`config.mk`:
```
export PLATFORM = sky130hd
export DESIGN_NAME = first_one_iterator
export DESIGN_NICKNAME = d
export VERILOG_FILES = /design/src/rtl/first_one_iterator.sv
export SDC_FILE = /design/constraint.sdc
export NUM_CORES = 1
export LEC_CHECK = 0
export ABC_CLOCK_PERIOD_IN_PS = 2600
export CORE_AREA = 8 8 51 53
export DETAILED_ROUTE_END_ITERATION = 10
export DIE_AREA = 0 0 59 61
export GPL_TIMING_DRIVEN = 0
export PLACE_DENSITY_LB_ADDON = 0.05
export SETUP_SLACK_MARGIN = 0.4
export SLEW_MARGIN = 10
export SYNTH_ARGS = -nofsm -noshare
export SYNTH_HDL_FRONTEND = slang
export SYNTH_SLANG_ARGS = --single-unit
export TNS_END_PERCENT = 100
```
`constraint.sdc`:
```
create_clock -name clock -period 2.6 [get_ports clock]
set_clock_uncertainty 0.05 [all_clocks]
set_input_delay 0.26 -clock clock [delete_from_list [all_inputs] [get_ports clock]]
set_output_delay 0.26 -clock clock [all_outputs]
set_load 0.01 [all_outputs]
```
`src/rtl/first_one_iterator.sv`:
```
// first_one_iterator
//
// Walks the set bits of a mask one at a time, lowest bit first. A mask is
// accepted over a valid/ready handshake. Each of its set bits then appears as
// one output beat, carried both as a one-hot vector and as a binary index.
// The final beat of a mask raises out_last. A new mask can be accepted on the
// same edge as the final beat, so beats keep flowing at one per cycle across
// mask boundaries.
//
// Ports:
//   clock      - system clock, rising edge
//   reset      - synchronous, active-high; discards any enumeration in flight
//   in_mask    - mask to enumerate, sampled on the input handshake
//   in_valid   - in_mask is valid
//   in_ready   - a new mask can be accepted this cycle
//   out_onehot - one-hot of the lowest bit not yet emitted (0 when idle)
//   out_index  - binary position of out_onehot (0 when idle)
//   out_last   - current beat is the final set bit of the mask
//   out_valid  - out_onehot, out_index and out_last are valid
//   out_ready  - downstream accepts the current beat
//   busy       - an enumeration is in progress (same as out_valid)

module first_one_iterator #(
    parameter int WIDTH = 8,
    localparam int INDEX_WIDTH = $clog2(WIDTH)
) (
    input  logic                   clock,
    input  logic                   reset,
    input  logic [WIDTH-1:0]       in_mask,
    input  logic                   in_valid,
    output logic                   in_ready,
    output logic [WIDTH-1:0]       out_onehot,
    output logic [INDEX_WIDTH-1:0] out_index,
    output logic                   out_last,
    output logic                   out_valid,
    input  logic                   out_ready,
    output logic                   busy
);

    typedef enum logic {
        IDLE,
        ITERATE
    } state_t;

    state_t                 state_q, state_d;
    logic [WIDTH-1:0]       remaining_q, remaining_d;
    logic [WIDTH-1:0]       first;
    logic [INDEX_WIDTH-1:0] firstIndex;
    logic                   inFire;
    logic                   outFire;

    // Lowest set bit of the remaining bits: adding one to the inverted value
    // carries up to exactly that position.
    assign first = remaining_q & (~remaining_q + WIDTH'(1));

    // Binary position of the one-hot. Each position ORs in its own index, so
    // the top bit encodes exactly even when WIDTH is not a power of two.
    always_comb begin
        firstIndex = '0;
        for (int i = 0; i < WIDTH; i++) begin
            if (first[i]) begin
                firstIndex = firstIndex | INDEX_WIDTH'(i);
            end
        end
    end

    assign out_valid  = (state_q == ITERATE);
    assign busy       = out_valid;
    assign out_onehot = out_valid ? first : '0;
    assign out_index  = out_valid ? firstIndex : '0;
    assign out_last   = out_valid && ((remaining_q & ~first) == '0);

    // Accept a new mask when idle, or on the final beat of the current mask
    // so that the next mask's first beat follows with no gap.
    assign in_ready = (state_q == IDLE) || (out_valid && out_ready && out_last);
    assign inFire   = in_valid && in_ready;
    assign outFire  = out_valid && out_ready;

    // Next-state logic. A newly accepted mask overrides the clearing done by
    // the final beat. An all-zero mask is taken in but emits nothing.
    always_comb begin
        state_d     = state_q;
        remaining_d = remaining_q;
        if (outFire) begin
            if (out_last) begin
                remaining_d = '0;
                state_d     = IDLE;
            end else begin
                remaining_d = remaining_q & ~first;
            end
        end
        if (inFire) begin
            remaining_d = in_mask;
            state_d     = (in_mask != '0) ? ITERATE : IDLE;
        end
    end

    // Reset wins over any handshake on the same edge.
    always_ff @(posedge clock) begin
        if (reset) begin
            state_q     <= IDLE;
            remaining_q <= '0;
        end else begin
            state_q     <= state_d;
            remaining_q <= remaining_d;
        end
    end

endmodule

```
# After elaboration in Yosys (flattened, before gate mapping)
# Index checks and enable logic that the tools add are counted.
word_totals:
  reg_bits: 9
  input_bits: 12
  out_inout_bits: 15
  word_cells: 34
classes:
  reduce_logical: 10
  muxes: 16
  n_bitwise: 5
  n_addsub: 1
op_table:
  columns: ["operator", "n"]
  rows:
  - ["two-way mux 8 bit", 4]
  - ["bitwise AND 8 bit", 2]
  - ["inverter 8 bit", 2]
  - ["two-way mux 3 bit", 5]
  - ["adder 8 x 1 -> 8 bit (second input constant)", 1]
  - ["zero test 8 bit", 1]
  - ["nonzero test 8 bit", 1]
  - ["two-way mux 1 bit", 5]
  - ["logical AND 1 bit", 4]
  - ["two-way mux 2 bit", 2]
  - ["nonzero test 2 bit", 2]
  - ["AND reduction 2 bit", 1]
  - ["logical OR 1 bit", 1]
  - ["inverter 1 bit", 1]

# Logic depth before layout (Yosys ltp)
# Gate-level depths: netlist of run 1.
logic_depth:
  depth_word: 12
  depth_mapped: 7
  ltp_nobuf: 5

# Worst setup path before layout of run 1
# No wires, ideal clock.
synth_path:
  path_type: "flip-flop to flip-flop"
  start: "register remaining_q[2]"
  end: "register remaining_q[3]"
  t_required_ns: 2.463
  period_less_slack_ns: 2.184
  path_stages_with_launch: 8
  t_arrival_ns: 2.047
  path_buffers: 2
  setup_slack_ns: 0.416
  setup_ns: 0.087
  cell_sequence: "dfxtp_1 buf_6 or4_1 buf_6 a2111oi_4 o31ai_2 or4b_1 o31ai_1"
synth_via:
  elab_chain_cells: 11
  elab_cells_between_ends: 14
  classes_between: "add/sub (1); mux (3); bitwise (4); reduce/logical (6)"
synth_lines:
  columns: ["item", "line_no", "source"]
  rows:
  - ["start: declaration", "46", "logic [WIDTH-1:0] remaining_q, remaining_d;"]
  - ["start signal: assignment", "105", "remaining_q <= remaining_d;"]
  - ["inverter 8 bit", "54", "assign first = remaining_q & (~remaining_q + WIDTH'(1));"]
  - ["adder 8 x 1 -> 8 bit", "54", null]
  - ["bitwise AND 8 bit", "54", null]
  - ["inverter 8 bit", "71, 89", null]
  - ["bitwise AND 8 bit (*)", "71, 89", null]
  - ["zero test 8 bit", "71", "assign out_last = out_valid && ((remaining_q & ~first) == '0);"]
  - ["logical AND 1 bit", "71", null]
  - ["logical AND 1 bit", "75", "assign in_ready = (state_q == IDLE) || (out_valid && out_ready && out_last);"]
  - ["logical OR 1 bit", "75", null]
  - ["logical AND 1 bit", "76", "assign inFire = in_valid && in_ready;"]
  - ["two-way mux 8 bit / nonzero test 2 bit (equally long branches)", null, null]
# Mark *: on every way between the ends. The rest lies on a longest branch, timed or not. The select of a mux whose other input is x is not followed.
# A chain may end at the register's enable or synchronous reset.

# Worst setup path in the final report of run 1
# Ends and elaborated chain as after synthesis.

==> summary.txt, run 1 <==
Timing
  • Fin crit period: roughly 2.3 ns
  • Slew margin rel.: roughly 43%
  • Max-slew violation count: 0
  • Setup TNS Final: 0 ns
  • Max Freq: ~430 MHz
  • Post-route clock period utilization: around nine tenths
  • Slew @ Worst Pin: 0.856 ns
  • RSZ-0062 raised after global routing: true
  • Setup-failing EPs final: 0
  • Fin. Hold Viols: 0

Route
  • Final WL: approximately 2500 um
  • 1st-iter DRT viols: 25
  • Vias post-DR: approximately 900
  • Drt pass-1 iters: 4
  • Vias/cell: about 5.5
  • Post-DRT Antenna Nets: 0
  • Avg WL per Cell: roughly 15 um
  • Drc violations: 0

Place
  • Dpl hpwl: approximately 1600 um
  • Gpl congestion: between 0.7 and 0.8
  • IO buf count: 26

Die
  • DIE HEIGHT: 61 um
  • Site Rows: 16
  • Io pins: 27
  • Initial core utilization: between 30% and 40%
  • Die Area: about 3600 um2
  • Die Width: roughly 59 um
  • Core Region: ~1800 um2

Synth
  • Simple-gate share of the synthesized area: 28.0%
  • YS warnings: 0
  • Number of synthesized flops with an enable pin: 0
  • Avg Cell Area, Syn: between 7 and 8 um2
  • Main flop type after synthesis: dfxtp_1
  • Largest family of logic cells by synthesized area: compound AO/OA/AOI/OAI gates
  • Synth Area in Compound Gates: 33.8%
  • Sequential fraction of the synthesis area: around 25%
  • Mapped Area: 728 um2
  • Syn_nets: approximately 100
  • Asr flop ratio synth: 0%
  • Synth Area in XOR/XNOR: 0%
  • Cells after synthesis: 92
  • Post-Synth Adder-Cell Area: about 1.4%
  • Post-synthesis cell type count: 32
  • Multiplexer share of the synthesized area: 0%
  • #FFs+latches synth: 9

Cells and area
  • Synthesis-to-finish area growth: 64.4%
  • # fillers: about 170
  • Layout Nets: around 150
  • Multi-input logic area: around 550 um2
  • Ratio of cells with drive above 1 in the final layout: 40.3%
  • Storage element area: around 190 um2
  • Ant diodes: 0

Min path
  • Hold_sp: remaining_q[3]$_SDFFE_PP0P_
  • Hold path endpoint: remaining_q[3]$_SDFFE_PP0P_
  • Worst Hold Class: reg2reg
  • Hold path cells: 2

Setup path
  • CP Data Arrival Time: roughly 2.5 ns
  • Worst reg2reg endpoint: remaining_q[3]$_SDFFE_PP0P_
  • Critical path class: reg2reg
  • Setup crit start kind: register
  • R2R Path Start: remaining_q[2]$_SDFFE_PP0P_
  • Crit end category: register
  • Required @ worst endpoint: 2.74 ns
  • Critical path fanouts, max: 10
  • R2r setup slk: about 0.27 ns
  • Worst R2R Path Depth: 7

Clocking
  • TritonCTS Buffers: 3
  • CTS tree: yes
  • H-Tree Depth: 1
  • Num Clock Sinks: 9
  • Hold-fix buffers at CTS: 0
  • Clock transition at path regs: about 0.08 ns
  • CTS Buffer Depth: 2
  • CTS root buf: clkbuf_4
  • Clk Latency, worst-skew pair: between 0.2 and 0.3 ns

GRT
  • Antenna violations before repair: 0
  • Vias in the first global route: about 910
  • Pin count of the biggest net entering global routing: 11
  • Total GRT Usage: ~14%
  • First-pass GRT wire length: approximately 4000 um
  • Total grt overflow: 0

Power and ir drop
  • Power Total: 519 uW
  • Peak VDD IR: 0.359 mV
  • PD cells: between 400 and 500 nW/um2
  • LEAKAGE: roughly 0.5 nW

Status
  • Status: completed

Job
  • Maxcap violations: 0
[metrics by stage]
stage | hold WS, ns | worst slack [ns] | instances | utilization (%) | area (um2)
after floorplan | 0.357 | 0.416 | 92 | - | 728
after global placement | 0.505 | -0.164 | 145 | 55.5 | 1020
after detailed placement | 0.498 | -0.174 | 145 | 55.5 | 1020
after CTS | 0.507 | 0.285 | 160 | 62.6 | 1150
after global routing | 0.567 | 0.166 | 161 | 65.0 | 1200
final | 0.534 | 0.267 | 161 | 65.0 | 1200
[cell type report]
type / instances / area share, %
Multi-Input combinational cell: 70 / 45.9
Timing Repair Buffer: 38 / 26.0
Sequential cell: 9 / 15.6
Buffer: 6 / 5.12
Tap cell: 27 / 2.82
Inverter: 7 / 2.30
Clock buffer: 3 / 1.88
Clock inverter: 1 / 0.418
[worst max-delay path, stage by stage, from the launching register on]
cell     delay (ns)
dfxtp_2        0.32
buf_6          0.10
buf_4          0.15
maj3_1         0.33
o21ai_0        0.31
a21oi_1        0.33
or4b_1         0.56
o31ai_1        0.09
[synth_stat cells (2+ instances only)]
| cell type | count | area [um2] |
|---|---|---|
| a21oi_1 | 5 | 25.0 |
| and3_1 | 2 | 12.5 |
| buf_6 | 2 | 22.5 |
| clkbuf_8 | 2 | 27.5 |
| dfxtp_1 | 9 | 180 |
| inv_1 | 6 | 22.5 |
| nand2_1 | 5 | 18.8 |
| nor2_1 | 9 | 33.8 |
| nor3_1 | 4 | 20.0 |
| nor4_1 | 2 | 12.5 |
| o21ai_0 | 12 | 60.1 |
| o31ai_1 | 7 | 52.6 |
| o41ai_1 | 2 | 17.5 |
| or4_1 | 3 | 22.5 |
| or4b_1 | 5 | 50.1 |
[routing by layer]
layer	part of all wire [%]	vias to the layer above	global-route usage, %	wire length, um
met2	52	26	25.4	1290
li1	-	441	-	-
met3	6.2	4	4.66	153
met5	0	-	0	0
met4	0.89	0	4.78	22
met1	41	421	15.3	1010
[repair_timing]
action | CTS | global route
gates cloned | 1 | 0
setup buffers | 10 | 1
endpoints found under the hold margin | 0 | 0
gates resized for setup | 46 | 18
pin swaps | 8 | 2
setup endpoints to repair | 15 | 17
[report_power, final]
group          switching, mW  internal (mW)  total, mW
clock                 0.0595         0.0570      0.117
sequential            0.0166          0.149      0.166
combinational          0.114          0.123      0.237
total                  0.191          0.329      0.519
[cells in the final DEF, fill, tap and decap left out, types with 4 or more instances in the layout]
cell	Yosys	final
clkdlybuf4s50_1	0	16
buf_4	1	12
nor2_1	9	9
o21ai_0	12	6
inv_1	6	6
o31ai_1	7	6
dfxtp_1	9	6
buf_2	0	6
nand2_1	5	5
o21ai_2	0	4
a21oi_1	5	4
or4b_1	5	4
[worst max-delay path by stage]
stage	cells past startpoint	slack (ns)	to	from
after global routing	7	0.17	remaining_q[3]$_SDFFE_PP0P_	remaining_q[2]$_SDFFE_PP0P_
after CTS	7	0.28	in_ready	remaining_q[2]$_SDFFE_PP0P_
final	7	0.27	remaining_q[3]$_SDFFE_PP0P_	remaining_q[2]$_SDFFE_PP0P_
after detailed placement	6	-0.17	in_ready	remaining_q[0]$_SDFFE_PP0P_
after floorplan	7	0.42	remaining_q[3]$_SDFFE_PP0P_	remaining_q[2]$_SDFFE_PP0P_
after global placement	6	-0.16	in_ready	remaining_q[0]$_SDFFE_PP0P_
[kinds of logic (layout without fill, tap and decap cells)]
group	Yosys count	count (layout)
simple gates	35	35
compound gates	34	34
buf+inv	13	55
fa+ha+maj	1	1
flops	9	9
[sequential cells by signal (all words and copies together), names as in the netlist]
signal       cells
remaining_q      8
busy             1
(Power assumes the default switching activity.)
==> run 2: changes to the inputs <==
--- a/config.mk
+++ b/config.mk
@@ -7,10 +7,12 @@
 export LEC_CHECK = 0
 export ABC_CLOCK_PERIOD_IN_PS = 2600
 export CORE_AREA = 8 8 51 53
+export CTS_CLUSTER_SIZE = 16
 export DETAILED_ROUTE_END_ITERATION = 10
 export DIE_AREA = 0 0 59 61
 export GPL_TIMING_DRIVEN = 0
 export PLACE_DENSITY_LB_ADDON = 0.05
+export REMOVE_ABC_BUFFERS = 1
 export SETUP_SLACK_MARGIN = 0.4
 export SLEW_MARGIN = 10
 export SYNTH_ARGS = -nofsm -noshare
==> run 2 against run 1 <==
  * Critical endpoint is now out_last
  * Core utilization down 5.1 points
  * Largest power group unchanged
  * Final area fell by 7.8%
  * Combinational power fell by 13%
==> summary.txt, run 2 (same netlist as run 1, synthesis figures left out) <==
Status
  • Status: completed

Power and ir drop
  • Sw frac: 34.5% (-2.2 points)
  • Switching power: 169 uW (-11%)
  • PD cells: 445 nW/um2 (+2.6%)
  • Clock network fraction of total power: 22.6% (+0.2 points)
  • Pint: 322 uW (-2.1%)
  • Comb pwr share: 41.9% (-3.8 points)
  • Peak VDD IR: 0.327 mV (-8.9%)
  • Reg power frac: 35.4% (+3.5 points)
  • LEAKAGE: 0.456 nW (-8.5%)

Cells and area
  • Ant diodes: 0 (unchanged)
  • Ratio of cells with drive above 1 in the final layout: 27.8% (-13 points)
  • Storage element area: 190 um2 (+2.0%)
  • Layout Nets: 139 (-5.4%)
  • Synthesis-to-finish area growth: 51.5%
  • Post-route cell area: 1100 um2 (-7.8%)
  • # fillers: 192 (+11%)
  • Commonest non-fill, non-tap cells in the layout: clkdlybuf4s50_1 (16), o21ai_0 (10), nor2_1 (8), buf_4 (8), o31ai_1 (7)
  • Multi-input logic area: 503 um2 (-8.4%)
  • Max FFs per register: 8 (unchanged)
  • Largest Register: remaining_q
  • Most common cell after layout, fill and taps aside: clkdlybuf4s50_1

Route
  • Post-DRT Antenna Nets: 0 (unchanged)
  • Avg WL per Cell: 14.2 um (-7.6%)
  • Vias/cell: 5.37 (-3.0%)
  • Final WL: 2170 um (-12%)
  • Drt pass-1 iters: 4 (unchanged)
  • 1st-iter DRT viols: 4 (-84%)
  • Drc violations: 0 (unchanged)
  • Vias post-DR: 822 (-7.8%)

Setup path
  • R2R Path Start: remaining_q[1]$_SDFFE_PP0P_
  • Critical path fanouts, max: 4 (-6)
  • Worst reg2reg endpoint: remaining_q[7]$_SDFFE_PP0P_
  • Setup crit start kind: register
  • Critical path class: reg2out
  • Required @ worst endpoint: 2.29 ns (-0.45 ns)
  • Crit end category: output port
  • R2r setup slk: 0.31 ns (+0.04 ns)
  • CP Data Arrival Time: 2.02 ns (-0.45 ns)
  • Worst R2R Path Depth: 5 (-2)

Timing
  • Max Freq: 430 MHz (+0.19%)
  • Post-route clock period utilization: 89.5% (-0.17 points)
  • Slew margin rel.: 57.3% (+14 points)
  • Fin. Hold Viols: 0 (unchanged)
  • Max-slew violation count: 0 (unchanged)
  • Setup-failing EPs final: 0 (unchanged)
  • Fin crit period: 2.33 ns (-0.00452 ns)
  • Setup TNS Final: 0 ns (unchanged)
  • Slew @ Worst Pin: 0.636 ns (-0.220 ns)
  • RSZ-0062 raised after global routing: true

Die
  • Core Region: 1840 um2 (unchanged)
  • DIE HEIGHT: 61 um (unchanged)
  • Io pins: 27 (unchanged)
  • Site Rows: 16 (unchanged)
  • Initial core utilization: 39.5% (unchanged)
  • Die Width: 59 um (unchanged)
  • Die Area: 3600 um2 (unchanged)

Clocking
  • Hold-fix buffers at CTS: 0 (unchanged)
  • CTS tree: yes
  • TritonCTS Buffers: 3 (unchanged)
  • CTS root buf: clkbuf_4
  • Clk Latency, worst-skew pair: 0.27 ns (about the same)
  • CTS Buffer Depth: 2 (unchanged)
  • Num Clock Sinks: 9 (unchanged)
  • Clock transition at path regs: 0.06 ns (-0.02 ns)
  • H-Tree Depth: 1 (unchanged)

GRT
  • Vias in the first global route: 791 (-13%)
  • First-pass GRT wire length: 3530 um (-12%)
  • Antenna violations before repair: 0 (unchanged)
  • Pin count of the biggest net entering global routing: 17 (+6)
  • Total grt overflow: 0 (unchanged)
  • Total GRT Usage: 13.0% (-1.2 points)

Min path
  • Hold_sp: in_mask[1]
  • Hold path endpoint: remaining_q[1]$_SDFFE_PP0P_
  • Worst Hold Class: in2reg
  • Hold path cells: 3 (+1)

Place
  • Gpl congestion: 0.792 (+2.2%)
  • Placement Cell Area: 961 um2 (-6.0%)
  • IO buf count: 26 (unchanged)
  • Dpl hpwl: 1560 um (-0.67%)

Job
  • Maxcap violations: 0 (unchanged)
-- run 2: cell types whose count changed in the layout (fill, tap and decap cells not counted), sizes merged --
cell	delta
clkinv	-2
dlygate4sd2	+4
clkbuf	-4
inv	+1
buf	-7
-- run 2: worst max-delay path: stages (launching register included) --
cell and delay (ns):
dfxtp_4 0.35, or4_4 0.57, a2111oi_4 0.38, o21ai_2 0.14
buf_6 0.14, nor2_4 0.07, buf_6 0.10
-- run 2: worst max path at each step --
stage / startpoint / end / slack, ns / depth (start not counted)
6_report: remaining_q[1]$_SDFFE_PP0P_ / out_last / 0.27 / 6
5_1_grt: remaining_q[1]$_SDFFE_PP0P_ / out_last / 0.19 / 6
4_1_cts: remaining_q[3]$_SDFFE_PP0P_ / in_ready / 0.24 / 5
3_5_place_dp: remaining_q[0]$_SDFFE_PP0P_ / in_ready / -0.23 / 5
3_3_place_gp: remaining_q[0]$_SDFFE_PP0P_ / in_ready / -0.23 / 5
2_1_floorplan: remaining_q[0]$_SDFFE_PP0P_ / remaining_q[3]$_SDFFE_PP0P_ / 0.38 / 5
-- run 2: power by group through the flow --
stage	clock [mW]	sequential [mW]	combinational [mW]
3_5_place_dp	0	0.176	0.144
2_1_floorplan	0	0.170	0.0825
5_1_grt	0.121	0.177	0.224
6_report	0.111	0.174	0.206
3_3_place_gp	0	0.175	0.143
4_1_cts	0.114	0.172	0.172
-- run 2: layer usage --
metal | share of wire [%] | global-route usage (%)
met5 | 0 | 0
met2 | 45 | 20.9
met1 | 45 | 14.0
met3 | 6.8 | 4.66
met4 | 2.6 | 9.22
-- run 2: final cells by class --
cell class | instances | area share [%]
multi-input cells | 70 | 45.6
flip-flops and latches | 9 | 17.2
clock buffers | 4 | 2.38
inverters | 7 | 2.61
well taps | 27 | 3.06
repair buffers | 36 | 29.1
-- run 2: timing repair --
item,in CTS,in global routing
setup buffers,6,4
endpoints found under the setup margin,18,11
gates resized for setup,34,12
pin swaps,4,5
-- run 2: through the flow --
step | setup WS (ns) | hold slack (ns) | total power, mW | cells | util, %
after floorplan | 0.381 | 0.279 | 0.253 | 86 | -
after global placement | -0.232 | 0.497 | 0.318 | 139 | 52.2
after detailed placement | -0.232 | 0.505 | 0.320 | 139 | 52.2
after CTS | 0.240 | 0.524 | 0.458 | 149 | 56.7
after global routing | 0.186 | 0.535 | 0.522 | 153 | 59.9
final | 0.272 | 0.526 | 0.491 | 153 | 59.9
==> RTL change (settings of run 1) <==
`WIDTH`: 8 -> 4.
--- a/src/rtl/first_one_iterator.sv
+++ b/src/rtl/first_one_iterator.sv
@@ -23,3 +23,3 @@
 module first_one_iterator #(
-    parameter int WIDTH = 8,
+    parameter int WIDTH = 4,
     localparam int INDEX_WIDTH = $clog2(WIDTH)
Interface: changed (resized in_mask, out_index and out_onehot); port bits go from 27 to 18. The function was not compared with the original's and may differ.
==> RTL change against run 1 <==
Via count is 50% lower. Wire length is 48% lower. Power is 47% lower. Register-to-register slack better by 0.85 ns. Sequential cell count is 4 lower. Synthesized area is 46% lower. Utilization is 30 points lower. Setup slack better by 0.23 ns. Design area is 47% lower. Critical endpoint is now in_ready. Largest cell class unchanged. Largest power group unchanged.
==> RTL change: results (changes against run 1) <==
p_leak_nw: 0.2357  # -53%
wl_met1_um: 592  # -41%
n_all_buffers: 22  # -50%
slew-limit-headroom_pct: 74.98  # +32 points
fillers: 218  # +26%
placed_area_um2: 599.3  # -41%
cts.repair.resized: 2  # -96%
wl_met3_um: 76  # -50%
placedCellCount: 92  # -37%
largest_reg_flops: 4  # -4
drive_gt1_share_pct: 17.39  # -23 points
signal_buffer_area_fraction_pct: 32.29  # +1.2 points
yosysSeqAreaShare_pct: 25.32  # +0.57 points
drt_iter0_markers: 9  # -64%
p_int_uw: 190.9  # -42%
clk_latency_ns: 0.24  # -0.03 ns
avgSynthCellArea_um2: 8.237  # +4.1%
met1_usage_pct: 7.628  # -7.7 points
grtUsageTotal_pct: 7.835  # -6.3 points
final-clk-cell-share_pct: 4.110  # +1.8 points
powerClk_uw: 87.9  # -25%
synth_common_cells: "6 x nor2_1, 5 x dfxtp_1, 4 x nand2_1"
clkSlewWorstSetupHoldPaths_ns: 0.04  # -0.04 ns
power_uw: 275.0  # -47%
status: "complete, no violations"
use_met2_pct: 12.93  # -12 points
num-multi-input-gates: 37  # -47%
cp_slowest_cell: "clkdlybuf4s50_1"
cp.arrival_ns: 1.79  # -0.68 ns
vias_per_cell: 4.656  # -16%
synth_area_leaders: "dfxtp_1 25%, o311ai_4 6.6%, nor2_1 5.7%"
ys_ff_latch: 5  # -4
path_max_fanout: 8  # -2
pwr-share-comb_pct: 36.0  # -9.7 points
synth.distinct_cells: 29  # -9.4%
post-cts-setup-buffer-count: 0  # -10
grt_pass1_vias: 488  # -46%
multi_input_area_um2: 269.0  # -51%
drt-total-wl_mm: 1.283  # -48%
dr_wl_met2_um: 586  # -55%
clock_buffers: 4  # +1
post-place-ws_ns: 0.6459  # +0.8199 ns
vias: 447  # -50%
peakVddDrop_mv: 0.1535  # -57%
-- RTL change: cell count changes in the layout (fill, tap and decap cells not counted), moves of 4 or more --
cell	change
buf_2	-4
buf_4	-10
inv_1	-5
o21ai_0	-4
o21ai_2	-4
o31ai_1	-5
or4b_1	-4
-- RTL change: worst paths after layout --
| path | startpoint | to | slack, ns | cells past startpoint |
|---|---|---|---|---|
| setup reg to reg | remaining_q[1] | remaining_q[1] | 1.12 | 4 |
| setup / recovery | remaining_q[2] | in_ready | 0.50 | 5 |
| hold reg to reg | remaining_q[3] | remaining_q[3] | 0.61 | 3 |
| hold / removal | remaining_q[3] | remaining_q[3] | 0.61 | 3 |
-- RTL change: cells by family after synthesis --
kind of cell | count (synthesis) | synth area share [%]
mux | 1 | 2.532
flops | 5 | 25.32
buf+inv | 6 | 9.806
simple gates | 19 | 25.31
compound gates | 17 | 37.03
